$ cat config.mk
export PLATFORM = sky130hd
export DESIGN_NAME = prog_clk_div_flat
export DESIGN_NICKNAME = d
export VERILOG_FILES = /design/src/rtl/prog_clk_div_if.sv /design/src/rtl/prog_clk_div.sv /design/src/flat_wrapper.sv
export SDC_FILE = /design/constraint.sdc
export NUM_CORES = 1
export LEC_CHECK = 0
export BUFFER_PORTS_ARGS = -buffer_cell sky130_fd_sc_hd__buf_2
export CAP_MARGIN = 20
export CORE_AREA = 2 2 99 101
export DETAILED_ROUTE_END_ITERATION = 8
export DIE_AREA = 0 0 101 103
export PLACE_DENSITY_LB_ADDON = 0.2
export SLEW_MARGIN = 10
export SYNTH_ARGS = -nofsm -noshare
export SYNTH_HDL_FRONTEND = slang
export SYNTH_SLANG_ARGS = --single-unit
$ cat constraint.sdc
create_clock -name i_clk -period 5.3 [get_ports i_clk]
set_input_delay 0.265 -clock i_clk [delete_from_list [all_inputs] [get_ports i_clk]]
set_output_delay 0.265 -clock i_clk [all_outputs]
set_load 0.01 [all_outputs]
$ cat src/rtl/prog_clk_div_if.sv
// Control/status bundle of the programmable clock divider.
// Latency: none (wires only).
// Backpressure: config port is valid/ready; o_cfg_ready drops while a config is pending.
interface prog_clk_div_if #(
    parameter int CNT_WID = 16
) ();
    logic               i_ce;
    logic               i_cfg_valid;
    logic               o_cfg_ready;
    logic [CNT_WID-1:0] i_cfg_period;
    logic [CNT_WID-1:0] i_cfg_high;
    logic               i_sync;
    logic               o_clk;
    logic               o_rise_stb;
    logic               o_fall_stb;
    logic               o_cfg_err;

    modport master (
        output i_ce, i_cfg_valid, i_cfg_period, i_cfg_high, i_sync,
        input  o_cfg_ready, o_clk, o_rise_stb, o_fall_stb, o_cfg_err
    );

    modport slave (
        input  i_ce, i_cfg_valid, i_cfg_period, i_cfg_high, i_sync,
        output o_cfg_ready, o_clk, o_rise_stb, o_fall_stb, o_cfg_err
    );
endinterface

$ cat src/rtl/prog_clk_div.sv
// Runtime-programmable integer divider producing a registered logic-domain clock plus edge strobes.
// Latency: all outputs registered, one i_clk cycle after the causing edge.
// Backpressure: one-deep config slot; o_cfg_ready low from accept until applied at a period boundary.
module prog_clk_div #(
    parameter int CNT_WID        = 16,
    parameter int DEFAULT_PERIOD = 8,
    parameter int DEFAULT_HIGH   = 4
) (
    input  logic          i_clk,
    input  logic          i_rst,
    prog_clk_div_if.slave io_bus
);
    typedef enum logic [1:0] {
        ST_RESET = 2'b00,
        ST_RUN   = 2'b01,
        ST_IDLE  = 2'b10
    } state_t;

    localparam logic [CNT_WID-1:0] DEF_PER  = CNT_WID'(DEFAULT_PERIOD);
    localparam logic [CNT_WID-1:0] DEF_HIGH = CNT_WID'(DEFAULT_HIGH);
    localparam logic [CNT_WID-1:0] MIN_PER  = CNT_WID'(2);

    state_t             r_state;
    logic [CNT_WID-1:0] r_cnt;
    logic [CNT_WID-1:0] r_per_act;
    logic [CNT_WID-1:0] r_high_act;
    logic               r_pend_vld;
    logic [CNT_WID-1:0] r_pend_per;
    logic [CNT_WID-1:0] r_pend_high;
    logic               r_clk;
    logic               r_rise;
    logic               r_fall;
    logic               r_err;

    state_t             w_state_nxt;
    logic [CNT_WID-1:0] w_cnt_nxt;
    logic [CNT_WID-1:0] w_per_nxt;
    logic [CNT_WID-1:0] w_high_nxt;
    logic               w_pend_vld_nxt;
    logic               w_clk_nxt;
    logic               w_adv;
    logic               w_bound;
    logic               w_wrap;
    logic               w_xfer;
    logic               w_bad;

    // Config acceptance is independent of i_ce so a paused divider can still be reprogrammed.
    assign w_xfer = io_bus.i_cfg_valid && !r_pend_vld;
    assign w_bad  = (io_bus.i_cfg_period < MIN_PER) || (io_bus.i_cfg_high > io_bus.i_cfg_period);
    assign w_wrap = (r_cnt == r_per_act - 1'b1);

    // Next-state, counter, boundary config swap and the clock level that goes with the new count.
    always_comb begin
        w_state_nxt    = r_state;
        w_cnt_nxt      = r_cnt;
        w_per_nxt      = r_per_act;
        w_high_nxt     = r_high_act;
        w_pend_vld_nxt = r_pend_vld;
        w_clk_nxt      = r_clk;
        w_adv          = 1'b0;
        w_bound        = 1'b0;
        case (r_state)
            ST_RESET: begin
                if (io_bus.i_ce) begin
                    w_state_nxt = ST_RUN;
                    w_adv       = 1'b1;
                    w_bound     = 1'b1;
                end
            end
            ST_RUN: begin
                if (!io_bus.i_ce) begin
                    w_state_nxt = ST_IDLE;
                end else begin
                    w_adv   = 1'b1;
                    w_bound = io_bus.i_sync || w_wrap;
                end
            end
            ST_IDLE: begin
                // Sync is not honoured on the resume edge; only a natural wrap is a boundary here.
                if (io_bus.i_ce) begin
                    w_state_nxt = ST_RUN;
                    w_adv       = 1'b1;
                    w_bound     = w_wrap;
                end
            end
            default: w_state_nxt = ST_RESET;
        endcase

        if (w_adv) begin
            w_cnt_nxt = w_bound ? '0 : r_cnt + 1'b1;
        end
        // Only a config that was already pending before this edge can be applied on it.
        if (w_bound && r_pend_vld) begin
            w_per_nxt      = r_pend_per;
            w_high_nxt     = r_pend_high;
            w_pend_vld_nxt = 1'b0;
        end else if (w_xfer && !w_bad) begin
            w_pend_vld_nxt = 1'b1;
        end
        if (w_adv) begin
            w_clk_nxt = (w_cnt_nxt < w_high_nxt);
        end
    end

    // State register.
    always_ff @(posedge i_clk) begin
        if (i_rst) begin
            r_state <= ST_RESET;
        end else begin
            r_state <= w_state_nxt;
        end
    end

    // Datapath, pending slot and registered outputs.
    always_ff @(posedge i_clk) begin
        if (i_rst) begin
            r_cnt       <= '0;
            r_per_act   <= DEF_PER;
            r_high_act  <= DEF_HIGH;
            r_pend_vld  <= 1'b0;
            r_pend_per  <= '0;
            r_pend_high <= '0;
            r_clk       <= 1'b0;
            r_rise      <= 1'b0;
            r_fall      <= 1'b0;
            r_err       <= 1'b0;
        end else begin
            r_cnt      <= w_cnt_nxt;
            r_per_act  <= w_per_nxt;
            r_high_act <= w_high_nxt;
            r_pend_vld <= w_pend_vld_nxt;
            if (w_xfer && !w_bad) begin
                r_pend_per  <= io_bus.i_cfg_period;
                r_pend_high <= io_bus.i_cfg_high;
            end
            r_clk  <= w_clk_nxt;
            r_rise <= w_adv && w_clk_nxt && !r_clk;
            r_fall <= w_adv && !w_clk_nxt && r_clk;
            r_err  <= w_xfer && w_bad;
        end
    end

    assign io_bus.o_cfg_ready = !r_pend_vld;
    assign io_bus.o_clk       = r_clk;
    assign io_bus.o_rise_stb  = r_rise;
    assign io_bus.o_fall_stb  = r_fall;
    assign io_bus.o_cfg_err   = r_err;
endmodule

$ cat src/flat_wrapper.sv
// flat-port wrapper written by rule: the top's interface ports become plain ports
module prog_clk_div_flat 
#(
    parameter int CNT_WID        = 16,
    parameter int DEFAULT_PERIOD = 8,
    parameter int DEFAULT_HIGH   = 4
)
  (i_clk, i_rst, io_bus_i_ce, io_bus_i_cfg_valid, io_bus_i_cfg_period, io_bus_i_cfg_high, io_bus_i_sync, io_bus_o_cfg_ready, io_bus_o_clk, io_bus_o_rise_stb, io_bus_o_fall_stb, io_bus_o_cfg_err);
  prog_clk_div_if #(.CNT_WID(CNT_WID)) io_bus_i ();
  input  logic i_clk;
  input  logic i_rst;
  input wire logic [$bits(io_bus_i.i_ce)-1:0] io_bus_i_ce;
  input wire logic [$bits(io_bus_i.i_cfg_valid)-1:0] io_bus_i_cfg_valid;
  input wire logic [$bits(io_bus_i.i_cfg_period)-1:0] io_bus_i_cfg_period;
  input wire logic [$bits(io_bus_i.i_cfg_high)-1:0] io_bus_i_cfg_high;
  input wire logic [$bits(io_bus_i.i_sync)-1:0] io_bus_i_sync;
  output wire logic [$bits(io_bus_i.o_cfg_ready)-1:0] io_bus_o_cfg_ready;
  output wire logic [$bits(io_bus_i.o_clk)-1:0] io_bus_o_clk;
  output wire logic [$bits(io_bus_i.o_rise_stb)-1:0] io_bus_o_rise_stb;
  output wire logic [$bits(io_bus_i.o_fall_stb)-1:0] io_bus_o_fall_stb;
  output wire logic [$bits(io_bus_i.o_cfg_err)-1:0] io_bus_o_cfg_err;
  assign io_bus_i.i_ce = io_bus_i_ce;
  assign io_bus_i.i_cfg_valid = io_bus_i_cfg_valid;
  assign io_bus_i.i_cfg_period = io_bus_i_cfg_period;
  assign io_bus_i.i_cfg_high = io_bus_i_cfg_high;
  assign io_bus_i.i_sync = io_bus_i_sync;
  assign io_bus_o_cfg_ready = io_bus_i.o_cfg_ready;
  assign io_bus_o_clk = io_bus_i.o_clk;
  assign io_bus_o_rise_stb = io_bus_i.o_rise_stb;
  assign io_bus_o_fall_stb = io_bus_i.o_fall_stb;
  assign io_bus_o_cfg_err = io_bus_i.o_cfg_err;
  prog_clk_div #(.CNT_WID(CNT_WID), .DEFAULT_PERIOD(DEFAULT_PERIOD), .DEFAULT_HIGH(DEFAULT_HIGH)) u_core (.i_clk(i_clk), .i_rst(i_rst), .io_bus(io_bus_i));
endmodule
# Yosys cells after proc, flatten, opt, wreduce, memory -nomap -nowiden
# Cells that the tools add are included.
# op_classes
add_sub_neg	2
multipliers	0
div	0
magnitude_cmp	3
n_eq_ne	5
shift	0
muxes	12
n_bitwise	0
reduce_logical	19
# op_table
cell	count
16-bit two-way mux	3
16-bit by 1-bit adder with 16-bit output (second input constant)	1
16-bit == test	1
16-bit greater-than comparator	1
16-bit less-than comparator	1
16-bit by 2-bit less-than comparator with 1-bit output (second input constant)	1
16-bit by 1-bit subtractor with 16-bit output (second input constant)	1
1-bit logical AND	8
1-bit two-way mux	5
1-bit logical NOT	4
2-bit two-way mux	2
2-bit case mux with 2 select lines	1
2-bit OR reduction	2
1-bit case mux with 3 select lines	1
3-bit OR reduction	1
2-bit by 1-bit == test with 1-bit output (second input constant)	1
2-bit == test (second input constant)	1
2-bit logical NOT	1
1-bit logical OR	2
2-bit by 1-bit inequality test with 1-bit output (second input constant)	1
2-bit inequality test (second input constant)	1
2-bit AND reduction	1
# word_totals
regBits	87
latch_bits	0
ramBits	0
romBits	0
inputBits	37
word_cells	52
memories	0

# Longest topological paths before layout
# Gate-level depths: netlist of run 1.
# logic_depth
ltp_word	12
mapped_depth	20
ltp_nobuf	18

# Worst setup path before layout of run 1
# No wires, ideal clock.
# synth_timing
path_kind	register to register
start	reg u_core.r_per_act[0]
end	reg u_core.r_clk (netlist: u_core.io_bus.o_clk)
setup_ns	0.070
arrival_time_ns	4.498
t_required_ns	5.230
setup_slack_ns	0.732
stages_incl_launch_ff	21
synth_period_minus_slack_ns	4.568
cell_sequence	dfxtp_1 > inv_1 > ha_1 > or4b_4 > nor3_1 > mux2_2 > a31o_2 > a2111o_1 > a21oi_2 > buf_6 > buf_12 > mux2i_1 > ha_1 > a21o_1 > a21o_1 > a21oi_1 > o21ai_0 > a31oi_1 > a21oi_1 > or3_1 > a21oi_1
# synth_via
elab_chain_cells	9
# synth_lines
element	line_no	source
from (decl)	prog_clk_div.sv:25	logic [CNT_WID-1:0] r_per_act;
from (signal assigned)	prog_clk_div.sv:129	r_per_act <= w_per_nxt;
16-bit by 1-bit subtractor with 16-bit output (*)	prog_clk_div.sv:50	assign w_wrap = (r_cnt == r_per_act - 1'b1);
16-bit == test (*)	prog_clk_div.sv:50	
1-bit logical OR	prog_clk_div.sv:75	w_bound = io_bus.i_sync || w_wrap;
1-bit two-way mux	prog_clk_div.sv:71	if (!io_bus.i_ce) begin
1-bit case mux with 3 select lines (*)	prog_clk_div.sv:62	case (r_state)
16-bit two-way mux / 1-bit logical AND (equally long branches)	prog_clk_div.sv:90, prog_clk_div.sv:93	
16-bit two-way mux (on tied branches)	prog_clk_div.sv:89, prog_clk_div.sv:93	
16-bit less-than comparator (*)	prog_clk_div.sv:101	w_clk_nxt = (w_cnt_nxt < w_high_nxt);
1-bit two-way mux (*)	prog_clk_div.sv:100	if (w_adv) begin
to (signal assigned)	prog_clk_div.sv:136	r_clk <= w_clk_nxt;
to (decl)	prog_clk_div.sv:30	logic r_clk;
# Mark *: on every way between the ends. The rest lies on a longest branch, timed or not.
# A chain may end at the register's enable or synchronous reset.

# Worst setup path after layout of run 1
# Ends and elaborated chain as after synthesis.

==> results of run 1 <==
-- worst max-delay path, stage by stage (launching register included) --
cell	delay, ns
dfxtp_1	0.37
inv_1	0.08
ha_1	0.17
or4b_4	0.50
nor3_1	0.34
mux2_2	0.38
a31o_2	0.25
a2111o_1	0.42
a21oi_4	0.25
buf_4	0.31
mux2i_1	0.27
ha_1	0.28
a21o_1	0.18
a21oi_1	0.12
o21ai_0	0.08
a21oi_1	0.22
a211oi_1	0.07
or3_1	0.34
a21oi_1	0.12
-- power groups by stage --
stage                     logic (mW)  registers [mW]  clock network [mW]
after detailed placement       0.223           0.719                   0
after global placement         0.217           0.718                   0
after CTS                      0.224           0.703               0.514
after floorplan                0.166           0.710                   0
final                          0.228           0.703               0.505
after global routing           0.256           0.706               0.537
-- cell usage after synthesis, types with 4 or more instances --
cell type	number	area, µm²
xnor2_1	15	131
mux2i_1	36	360
nand3_1	47	235
nor2_1	74	278
ha_1	39	488
nand2b_1	4	25.0
nand2_1	28	105
nor3_1	11	55.1
and3_1	4	25.0
or2_2	4	25.0
nor2b_1	5	31.3
o21ai_0	44	220
a2111oi_0	4	35.0
inv_1	26	97.6
o21a_1	4	30.0
clkbuf_1	21	78.8
buf_1	6	22.5
nand4_1	13	81.3
nor4_1	6	37.5
dfxtp_1	87	1740
a21o_1	7	52.6
xor2_1	13	114
or3_1	5	31.3
a21oi_1	48	240
-- registers in the layout (all words and copies together), names as in the netlist --
register and flops:
u_core.io_bus.o_cfg_err 1, u_core.io_bus.o_clk 1, u_core.io_bus.o_fall_stb 1, u_core.io_bus.o_rise_stb 1, u_core.r_cnt 16, u_core.r_high_act 16, u_core.r_pend_high 16, u_core.r_pend_per 16
u_core.r_pend_vld 1, u_core.r_per_act 16, u_core.r_state 2
-- how the worst min path moves through the flow --
stage / slack, ns / start / cells past startpoint / end
after detailed placement: 0.46 / u_core.r_pend_per[3]$_SDFFE_PP0P_ / 1 / u_core.r_per_act[3]$_SDFFE_PP1N_
after floorplan: 0.38 / io_bus_i_cfg_valid / 2 / u_core.io_bus.o_cfg_err$_SDFF_PP0_
after global placement: 0.44 / u_core.r_pend_per[3]$_SDFFE_PP0P_ / 1 / u_core.r_per_act[3]$_SDFFE_PP1N_
after global routing: 0.16 / io_bus_i_cfg_high[15] / 3 / u_core.r_pend_high[15]$_SDFFE_PP0P_
after CTS: 0.13 / io_bus_i_cfg_valid / 3 / u_core.io_bus.o_cfg_err$_SDFF_PP0_
final: 0.14 / io_bus_i_cfg_valid / 3 / u_core.io_bus.o_cfg_err$_SDFF_PP0_
-- logic make-up (layout without fill, tap and decap cells) --
logic type / Yosys count / in the layout / synth area share, %
xor gates and xnor gates: 28 / 28 / 4.93
buffers and inverters: 59 / 89 / 5.66
adders and majority gates: 39 / 39 / 9.81
and+or+nand+nor: 216 / 216 / 21.5
muxes: 37 / 37 / 7.47
AOI/OAI and AO/OA: 130 / 130 / 15.6
DFF: 87 / 87 / 35.0
-- routing by layer --
layer  track usage [%]  share of wire [%]  vias up
met5                 0                  0        -
met3              4.41                4.4       24
met4              9.88                2.4        0
li1                  -                  -     2178
met1              34.5                 48     2060
met2              39.9                 46      121
-- through the flow --
step,cell area (µm²),setup slack (ns),hold WS (ns)
3_5_place_dp,5180,0.492,0.459
2_1_floorplan,4970,0.732,0.383
5_1_grt,5410,0.0716,0.164
3_3_place_gp,5180,0.652,0.444
4_1_cts,5400,0.484,0.126
6_report,5410,0.483,0.143
-- cell type report --
cell class / count / area share [%]
multi-input combinational: 450 / 54.7
sequential: 87 / 32.2
tap: 114 / 2.63
clock inverter: 5 / 1.53
clock buffer: 11 / 2.43
timing repair buffer: 47 / 4.76
inverter: 26 / 1.80
==> impl_metrics.py, run 1 <==
metrics = {
    "routing": {
        "drtIter0Drc": 272,
        "vias": 4383,
        "drc": 0,
        "wire_per_inst_um": 16.7,
        "vias_per_cell": 5.92,
        "firstDrtPassIters": 4,
        "drt-total-wl_um": 12300,
        "ant_nets": 0,
    },
    "power": {
        "p_leak_nw": 2.21,
        "swShare_pct": 28.1,
        "p_int_mw": 1.03,
        "total_power_mw": 1.44,
        "switchingPower_mw": 0.403,
        "peakVddDrop_mv": 0.203,
        "p_clk_share_pct": 35.2,
        "pwr-share-seq_pct": 49.0,
        "power.density_nw_per_um2": 265,
        "combPwrFrac_pct": 15.9,
    },
    "timing": {
        "finalSetupViolCount": 0,
        "grt_setup_unrepaired": "no",
        "hold_viol_final": 0,
        "relSlewSlack_pct": 31.6,
        "finalSetupTns_ns": 0,
        "fin_crit_sh_pct": 90.9,
        "fmax_mhz": 208,
        "tightestPinTransition_ns": 1.02,
        "skew_ns": 0.0140,
        "layout_min_cycle_time_ns": 4.82,
        "drv_slew": 0,
    },
    "global_routing": {
        "grt_pass1_vias": 4072,
        "grt-ovfl-total": 0,
        "grt_util_all_layers_pct": 25.2,
        "antenna_found_initial": 0,
        "grt_max_degree": 77,
        "grt_pass1_wl_um": 20400,
    },
    "clock_tree": {
        "clock_path_buffers": 2,
        "cts_root_buffer": "clkbuf_8",
        "clkLatencyLatePin_ns": 0.37,
        "ctsResizeCount": 0,
        "post_cts_buffers": 0,
        "cts.sinks": 87,
        "numCtsBuffers": 9,
        "clk_pin_slew_ns": 0.09,
        "cts_tree": "built",
        "cts_hold_buf": 0,
        "htree_levels": 3,
    },
    "finish": {
        "final_cell_mix": "87 x dfxtp_1, 74 x nor2_1, 48 x a21oi_1",
        "final_net_count": 697,
        "nFillCells": 892,
        "n_antenna_cell": 0,
        "area_growth_pct": 8.88,
        "layoutNonFillerInstCount": 740,
        "drive_above_1_share_pct": 11.7,
        "seqCellArea_um2": 1740,
        "fin_util_pct": 57.2,
        "multi_input_area_um2": 2960,
        "final_common_cell": "dfxtp_1",
    },
    "critical_path": {
        "crit_type": "flop to flop",
        "cp_max_fo": 16,
        "startpoint_type": "flop",
        "ff2ff_path_depth": 18,
        "crit_start": "u_core.r_per_act[0]$_SDFFE_PP0N_",
        "crit_path_end": "u_core.io_bus.o_clk$_SDFF_PP0_",
        "end_kind": "flop",
        "worstReg2RegStart": "u_core.r_per_act[0]$_SDFFE_PP0N_",
        "worstPathArrival_ns": 5.12,
        "rr_endpoint": "u_core.io_bus.o_clk$_SDFF_PP0_",
        "crit_required_ns": 5.61,
        "ff2ff_setup_slack_ns": 0.48,
    },
    "logic_synthesis": {
        "synth.distinct_cells": 55,
        "synth_edf_count": 0,
        "ys_async_sr_fraction_pct": 0,
        "synth-main-ff-cell": "dfxtp_1",
        "synth_seq_cells": 87,
        "ys_seq_area_share_pct": 35.0,
        "synth_cells": 596,
        "syn-cell-area_um2": 4970,
        "syn-num-nets": 672,
        "syn_area_per_cell_um2": 8.34,
        "yosys_warnings": 0,
    },
    "place": {
        "place_inst": 723,
        "place_congestion": 0.909,
        "hpwl_um": 9150,
        "portBuffers": 41,
    },
    "floorplan": {
        "design.portCount": 42,
        "rows": 36,
        "start_util_pct": 52.6,
        "fp.dieW_um": 101,
        "die_y_um": 103,
        "die_area_um2": 10400,
        "coreArea_um2": 9460,
    },
    "flow_run": {
        "drv_cap": 0,
    },
    "outcome": {
        "status": "completed",
    },
    "hold_path": {
        "hp-class": "primary input to flop",
    },
}
Power figures use the tool's default switching activity.
==> run 2, diff against run 1 <==
--- a/config.mk
+++ b/config.mk
@@ -7,9 +7,9 @@
 export LEC_CHECK = 0
 export BUFFER_PORTS_ARGS = -buffer_cell sky130_fd_sc_hd__buf_2
 export CAP_MARGIN = 20
-export CORE_AREA = 2 2 99 101
+export CORE_AREA = 2 2 109 111
 export DETAILED_ROUTE_END_ITERATION = 8
-export DIE_AREA = 0 0 101 103
+export DIE_AREA = 0 0 111 113
 export PLACE_DENSITY_LB_ADDON = 0.2
 export SLEW_MARGIN = 10
 export SYNTH_ARGS = -nofsm -noshare
==> run 2 against run 1 <==
Via count fell by 1.3%. Final cell count up 3.6%. Die area is 21% higher. Count of clock-buffer cells in the layout down 1. Critical endpoint unchanged.
==> impl_metrics.py, run 2 (same netlist as run 1, synthesis figures left out) <==
metrics = {
    "critical_path": {
        "rr_endpoint": "u_core.io_bus.o_clk$_SDFF_PP0_",
        "end_kind": "flop",
        "critPathSlowestCell": "or4b_4",
        "crit_required_ns": 5.57,
        "path_cells": "inv_1, ha_1, or4b_4, nor3_1, mux2_2, a31o_2, a2111o_1, a21oi_4, buf_4, mux2i_1, ha_1, a21o_1, a21oi_1, o21ai_0, a31oi_1, a21oi_1, or3_1, a21oi_1",
        "cpMostUsedCell": "a21oi_1",
        "worstReg2RegStart": "u_core.r_per_act[0]$_SDFFE_PP0N_",
        "ff2ff_path_depth": 18,
        "cp_max_fo": 17,
        "crit_type": "flop to flop",
        "cpPeakStageDelay_ns": 0.50,
        "ff2ff_setup_slack_ns": 0.35,
        "startpoint_type": "flop",
        "worstPathArrival_ns": 5.22,
    },
    "timing": {
        "relSlewSlack_pct": 34.7,
        "skew_ns": 0.00932,
        "fmax_mhz": 202,
        "finalSetupTns_ns": 0,
        "tightestPinTransition_ns": 0.976,
        "hold_viol_final": 0,
        "finalSetupViolCount": 0,
        "whs_ns": 0.174,
        "layout_min_cycle_time_ns": 4.95,
        "fin_crit_sh_pct": 93.3,
        "grt_setup_unrepaired": "no",
        "drv_slew": 0,
    },
    "floorplan": {
        "start_util_pct": 44.1,
        "die_area_um2": 12500,
        "design.portCount": 42,
        "rows": 39,
        "fp.dieW_um": 111,
        "die_y_um": 113,
        "coreArea_um2": 11300,
    },
    "clock_tree": {
        "cts_root_buffer": "clkbuf_16",
        "htree_levels": 3,
        "clk_pin_slew_ns": 0.07,
        "numCtsBuffers": 9,
        "clkLatencyLatePin_ns": 0.34,
        "post_cts_buffers": 0,
        "cts_hold_buf": 0,
        "ctsResizeCount": 0,
        "clock_path_buffers": 2,
        "cts.sinks": 87,
        "cts_tree": "built",
    },
    "place": {
        "place_inst": 751,
        "portBuffers": 41,
        "place_congestion": 0.887,
        "placed_area_um2": 5210,
        "hpwl_um": 9660,
    },
    "routing": {
        "vias": 4325,
        "wire_per_inst_um": 16.7,
        "vias_per_cell": 5.64,
        "firstDrtPassIters": 5,
        "drc": 0,
        "drtIter0Drc": 264,
        "drt-total-wl_um": 12800,
        "ant_nets": 0,
    },
    "finish": {
        "final_area_um2": 5520,
        "fin_util_pct": 49.0,
        "layoutNonFillerInstCount": 767,
        "final_net_count": 696,
        "n_antenna_cell": 0,
        "drive_above_1_share_pct": 11.5,
        "area_growth_pct": 11.0,
        "final_common_cell": "dfxtp_1",
        "final_cell_mix": "87 x dfxtp_1, 74 x nor2_1, 48 x a21oi_1",
    },
    "hold_path": {
        "hold_depth": 3,
        "hp-class": "primary input to flop",
        "worstHoldStart": "io_bus_i_cfg_valid",
        "min_to": "u_core.io_bus.o_cfg_err$_SDFF_PP0_",
    },
    "global_routing": {
        "grt_max_degree": 77,
        "grt-ovfl-total": 0,
        "antenna_found_initial": 0,
        "grt_pass1_vias": 4023,
        "grt_util_all_layers_pct": 20.8,
        "grt_pass1_wl_um": 20700,
    },
    "power": {
        "power.density_nw_per_um2": 282,
        "peakVddDrop_mv": 0.155,
        "p_leak_nw": 2.24,
    },
    "outcome": {
        "status": "completed",
    },
    "flow_run": {
        "drv_cap": 0,
    },
}
-- run 2: area by class of cell --
type	count	area (µm²)
Inverter	26	97.6
Tap cell	143	179
Timing Repair Buffer	46	250
Clock inverter	5	60.1
Sequential cell	87	1740
Fill cell	1075	5750
Clock buffer	10	229
Multi-Input combinational cell	450	2960
-- run 2: layer usage --
metal / GRT usage (%) / vias up / wire (µm)
met5: 0 / - / 0
met4: 7.08 / 0 / 220
met3: 2.79 / 17 / 565
met2: 33.9 / 123 / 5910
met1: 28.4 / 2011 / 6110
li1: - / 2174 / -
-- run 2: power breakdown --
| part | switching [mW] | internal, mW |
|---|---|---|
| clock network | 0.258 | 0.363 |
| registers | 0.0229 | 0.681 |
| logic | 0.144 | 0.0863 |
-- run 2: through the flow --
| stage | worst slack (ns) | power, mW |
|---|---|---|
| after floorplan | 0.732 | 0.875 |
| after global placement | 0.569 | 0.937 |
| after detailed placement | 0.422 | 0.944 |
| after CTS | 0.388 | 1.56 |
| after global routing | 0.0412 | 1.63 |
| final | 0.354 | 1.56 |
-- run 2: worst max-delay path by stage --
stage | from | to | slack [ns] | cells after the start
floorplan | u_core.r_per_act[0]$_SDFFE_PP0N_ | u_core.io_bus.o_clk$_SDFF_PP0_ | 0.73 | 20
global placement | u_core.r_per_act[0]$_SDFFE_PP0N_ | u_core.io_bus.o_clk$_SDFF_PP0_ | 0.57 | 18
detailed placement | u_core.r_per_act[0]$_SDFFE_PP0N_ | u_core.io_bus.o_clk$_SDFF_PP0_ | 0.42 | 18
CTS | u_core.r_per_act[0]$_SDFFE_PP0N_ | u_core.io_bus.o_clk$_SDFF_PP0_ | 0.39 | 18
global route | u_core.r_per_act[0]$_SDFFE_PP0N_ | u_core.io_bus.o_clk$_SDFF_PP0_ | 0.04 | 18
finish | u_core.r_per_act[0]$_SDFFE_PP0N_ | u_core.io_bus.o_clk$_SDFF_PP0_ | 0.35 | 18
-- run 2: worst max-delay path: cells and delay by family (launching register included) --
kind | cells | cell delay, ns
simple gates | 3 | 1.29
buf+inv | 2 | 0.38
compound gates | 9 | 1.72
mux | 2 | 0.67
fa+ha+maj | 2 | 0.45
flops | 1 | 0.37
==> run 3, diff against run 2 <==
--- a/config.mk
+++ b/config.mk
@@ -7,9 +7,9 @@
 export LEC_CHECK = 0
 export BUFFER_PORTS_ARGS = -buffer_cell sky130_fd_sc_hd__buf_2
 export CAP_MARGIN = 20
-export CORE_AREA = 2 2 109 111
+export CORE_AREA = 2 2 112 114
 export DETAILED_ROUTE_END_ITERATION = 8
-export DIE_AREA = 0 0 111 113
+export DIE_AREA = 0 0 114 116
 export PLACE_DENSITY_LB_ADDON = 0.2
 export SLEW_MARGIN = 10
 export SYNTH_ARGS = -nofsm -noshare
==> run 3 against run 2 <==
Hold slack lost 0.00086 ns. Critical path type unchanged. Fmax is essentially flat. Register-to-register slack about the same. Design area is 0.82% higher. Sequential cell count is the same. Global-route usage fell by 0.15 points. Critical path depth grew 1.
==> impl_metrics.py, run 3 (same netlist as run 1, synthesis figures left out) <==
metrics = {
    "outcome": {
        "status": "completed",
    },
    "critical_path": {
        "cp_max_fo": 17,
        "worstPathArrival_ns": 5.22,
        "crit_start": "u_core.r_per_act[0]$_SDFFE_PP0N_",
        "crit_type": "flop to flop",
        "startpoint_type": "flop",
        "rr_endpoint": "u_core.io_bus.o_clk$_SDFF_PP0_",
        "crit_required_ns": 5.57,
        "ff2ff_setup_slack_ns": 0.35,
        "ff2ff_path_depth": 19,
        "end_kind": "flop",
        "crit_path_end": "u_core.io_bus.o_clk$_SDFF_PP0_",
        "worstReg2RegStart": "u_core.r_per_act[0]$_SDFFE_PP0N_",
    },
    "clock_tree": {
        "post_cts_buffers": 0,
        "numCtsBuffers": 9,
        "cts.sinks": 87,
        "clock_path_buffers": 2,
        "cts_tree": "built",
        "cts_root_buffer": "clkbuf_16",
        "clk_pin_slew_ns": 0.07,
        "ctsResizeCount": 0,
        "clkLatencyLatePin_ns": 0.34,
        "cts_hold_buf": 0,
        "htree_levels": 3,
    },
    "routing": {
        "drt-total-wl_um": 12900,
        "drtIter0Drc": 274,
        "vias_per_cell": 5.61,
        "vias": 4333,
        "ant_nets": 0,
        "drc": 0,
        "wire_per_inst_um": 16.7,
        "firstDrtPassIters": 5,
    },
    "power": {
        "swShare_pct": 27.0,
        "combPwrFrac_pct": 14.1,
        "p_clk_share_pct": 42.5,
        "p_leak_nw": 2.26,
        "switchingPower_mw": 0.438,
        "power.density_nw_per_um2": 292,
        "peakVddDrop_mv": 0.154,
        "p_int_mw": 1.19,
        "pwr-share-seq_pct": 43.4,
    },
    "finish": {
        "fin_util_pct": 46.7,
        "area_growth_pct": 11.9,
        "drive_above_1_share_pct": 11.8,
        "final_cell_mix": "87 x dfxtp_1, 74 x nor2_1, 48 x a21oi_1",
        "final_net_count": 696,
        "final_common_cell": "dfxtp_1",
        "n_antenna_cell": 0,
    },
    "global_routing": {
        "grt_pass1_wl_um": 21400,
        "grt-ovfl-total": 0,
        "grt_max_degree": 77,
        "antenna_found_initial": 0,
        "grt_util_all_layers_pct": 20.6,
        "grt_pass1_vias": 4215,
    },
    "timing": {
        "layout_min_cycle_time_ns": 4.95,
        "drv_slew": 0,
        "skew_ns": 0.00974,
        "fmax_mhz": 202,
        "finalSetupTns_ns": 0,
        "grt_setup_unrepaired": "no",
        "hold_viol_final": 0,
        "tightestPinTransition_ns": 0.989,
        "fin_crit_sh_pct": 93.3,
        "relSlewSlack_pct": 33.9,
        "finalSetupViolCount": 0,
    },
    "flow_run": {
        "drv_cap": 0,
    },
    "floorplan": {
        "fp.dieW_um": 114,
        "rows": 40,
        "start_util_pct": 41.7,
        "die_y_um": 116,
        "die_area_um2": 13200,
        "coreArea_um2": 11900,
        "design.portCount": 42,
    },
    "hold_path": {
        "hp-class": "primary input to flop",
        "hold_depth": 3,
    },
    "place": {
        "portBuffers": 41,
        "hpwl_um": 9790,
        "place_congestion": 0.919,
    },
}
-- run 3: layout make-up --
cell class / count / area, µm²
Clock buffer: 9 / 225
Clock inverter: 7 / 104
Fill cell: 1177 / 6350
Inverter: 26 / 97.6
Multi-Input combinational cell: 450 / 2960
Sequential cell: 87 / 1740
Tap cell: 147 / 184
Timing Repair Buffer: 46 / 250
-- run 3: layer usage --
metal / GRT usage [%] / part of all wire [%] / routed length, µm
met1: 27.6 / 47 / 6090
met2: 34.2 / 47 / 6010
met3: 3.50 / 4.6 / 590
met4: 6.18 / 1.6 / 205
met5: 0 / 0 / 0
-- run 3: worst min-delay path by stage --
| stage | startpoint | to | slack, ns |
|---|---|---|---|
| after global placement | u_core.r_pend_per[3]$_SDFFE_PP0P_ | u_core.r_per_act[3]$_SDFFE_PP1N_ | 0.46 |
| after CTS | io_bus_i_cfg_valid | u_core.io_bus.o_cfg_err$_SDFF_PP0_ | 0.16 |
| after detailed placement | u_core.r_pend_per[3]$_SDFFE_PP0P_ | u_core.r_per_act[3]$_SDFFE_PP1N_ | 0.46 |
| after global routing | io_bus_i_cfg_valid | u_core.io_bus.o_cfg_err$_SDFF_PP0_ | 0.17 |
| after floorplan | io_bus_i_cfg_valid | u_core.io_bus.o_cfg_err$_SDFF_PP0_ | 0.38 |
| final | io_bus_i_cfg_valid | u_core.io_bus.o_cfg_err$_SDFF_PP0_ | 0.17 |
-- run 3: power by group through the flow --
stage | clock network (mW) | registers (mW) | logic [mW]
after detailed placement | 0 | 0.719 | 0.225
after CTS | 0.702 | 0.705 | 0.226
after floorplan | 0 | 0.710 | 0.166
after global routing | 0.733 | 0.708 | 0.258
after global placement | 0 | 0.718 | 0.220
final | 0.690 | 0.705 | 0.229
-- run 3: through the flow --
step | total power [mW] | worst slack, ns | hold slack, ns | instances | instance area (µm²)
finish | 1.62 | 0.353 | 0.173 | 772 | 5560
global route | 1.70 | 0.0193 | 0.174 | 772 | 5560
CTS | 1.63 | 0.377 | 0.160 | 771 | 5550
detailed placement | 0.944 | 0.393 | 0.462 | 755 | 5220
global placement | 0.938 | 0.596 | 0.459 | 755 | 5220
floorplan | 0.875 | 0.732 | 0.383 | 596 | 4970
-- run 3: worst max-delay path, cell delays in order, from the launching register on --
cell,delay [ns]
dfxtp_1,0.37
inv_1,0.09
ha_1,0.18
or4b_4,0.50
nor3_1,0.38
mux2_2,0.39
a31o_2,0.25
a2111o_1,0.41
a21oi_4,0.21
buf_4,0.31
mux2i_1,0.15
ha_1,0.21
a21o_1,0.17
a21o_1,0.17
a21oi_1,0.12
o21ai_0,0.10
a31oi_1,0.31
a21oi_1,0.08
or3_1,0.37
a21oi_1,0.12
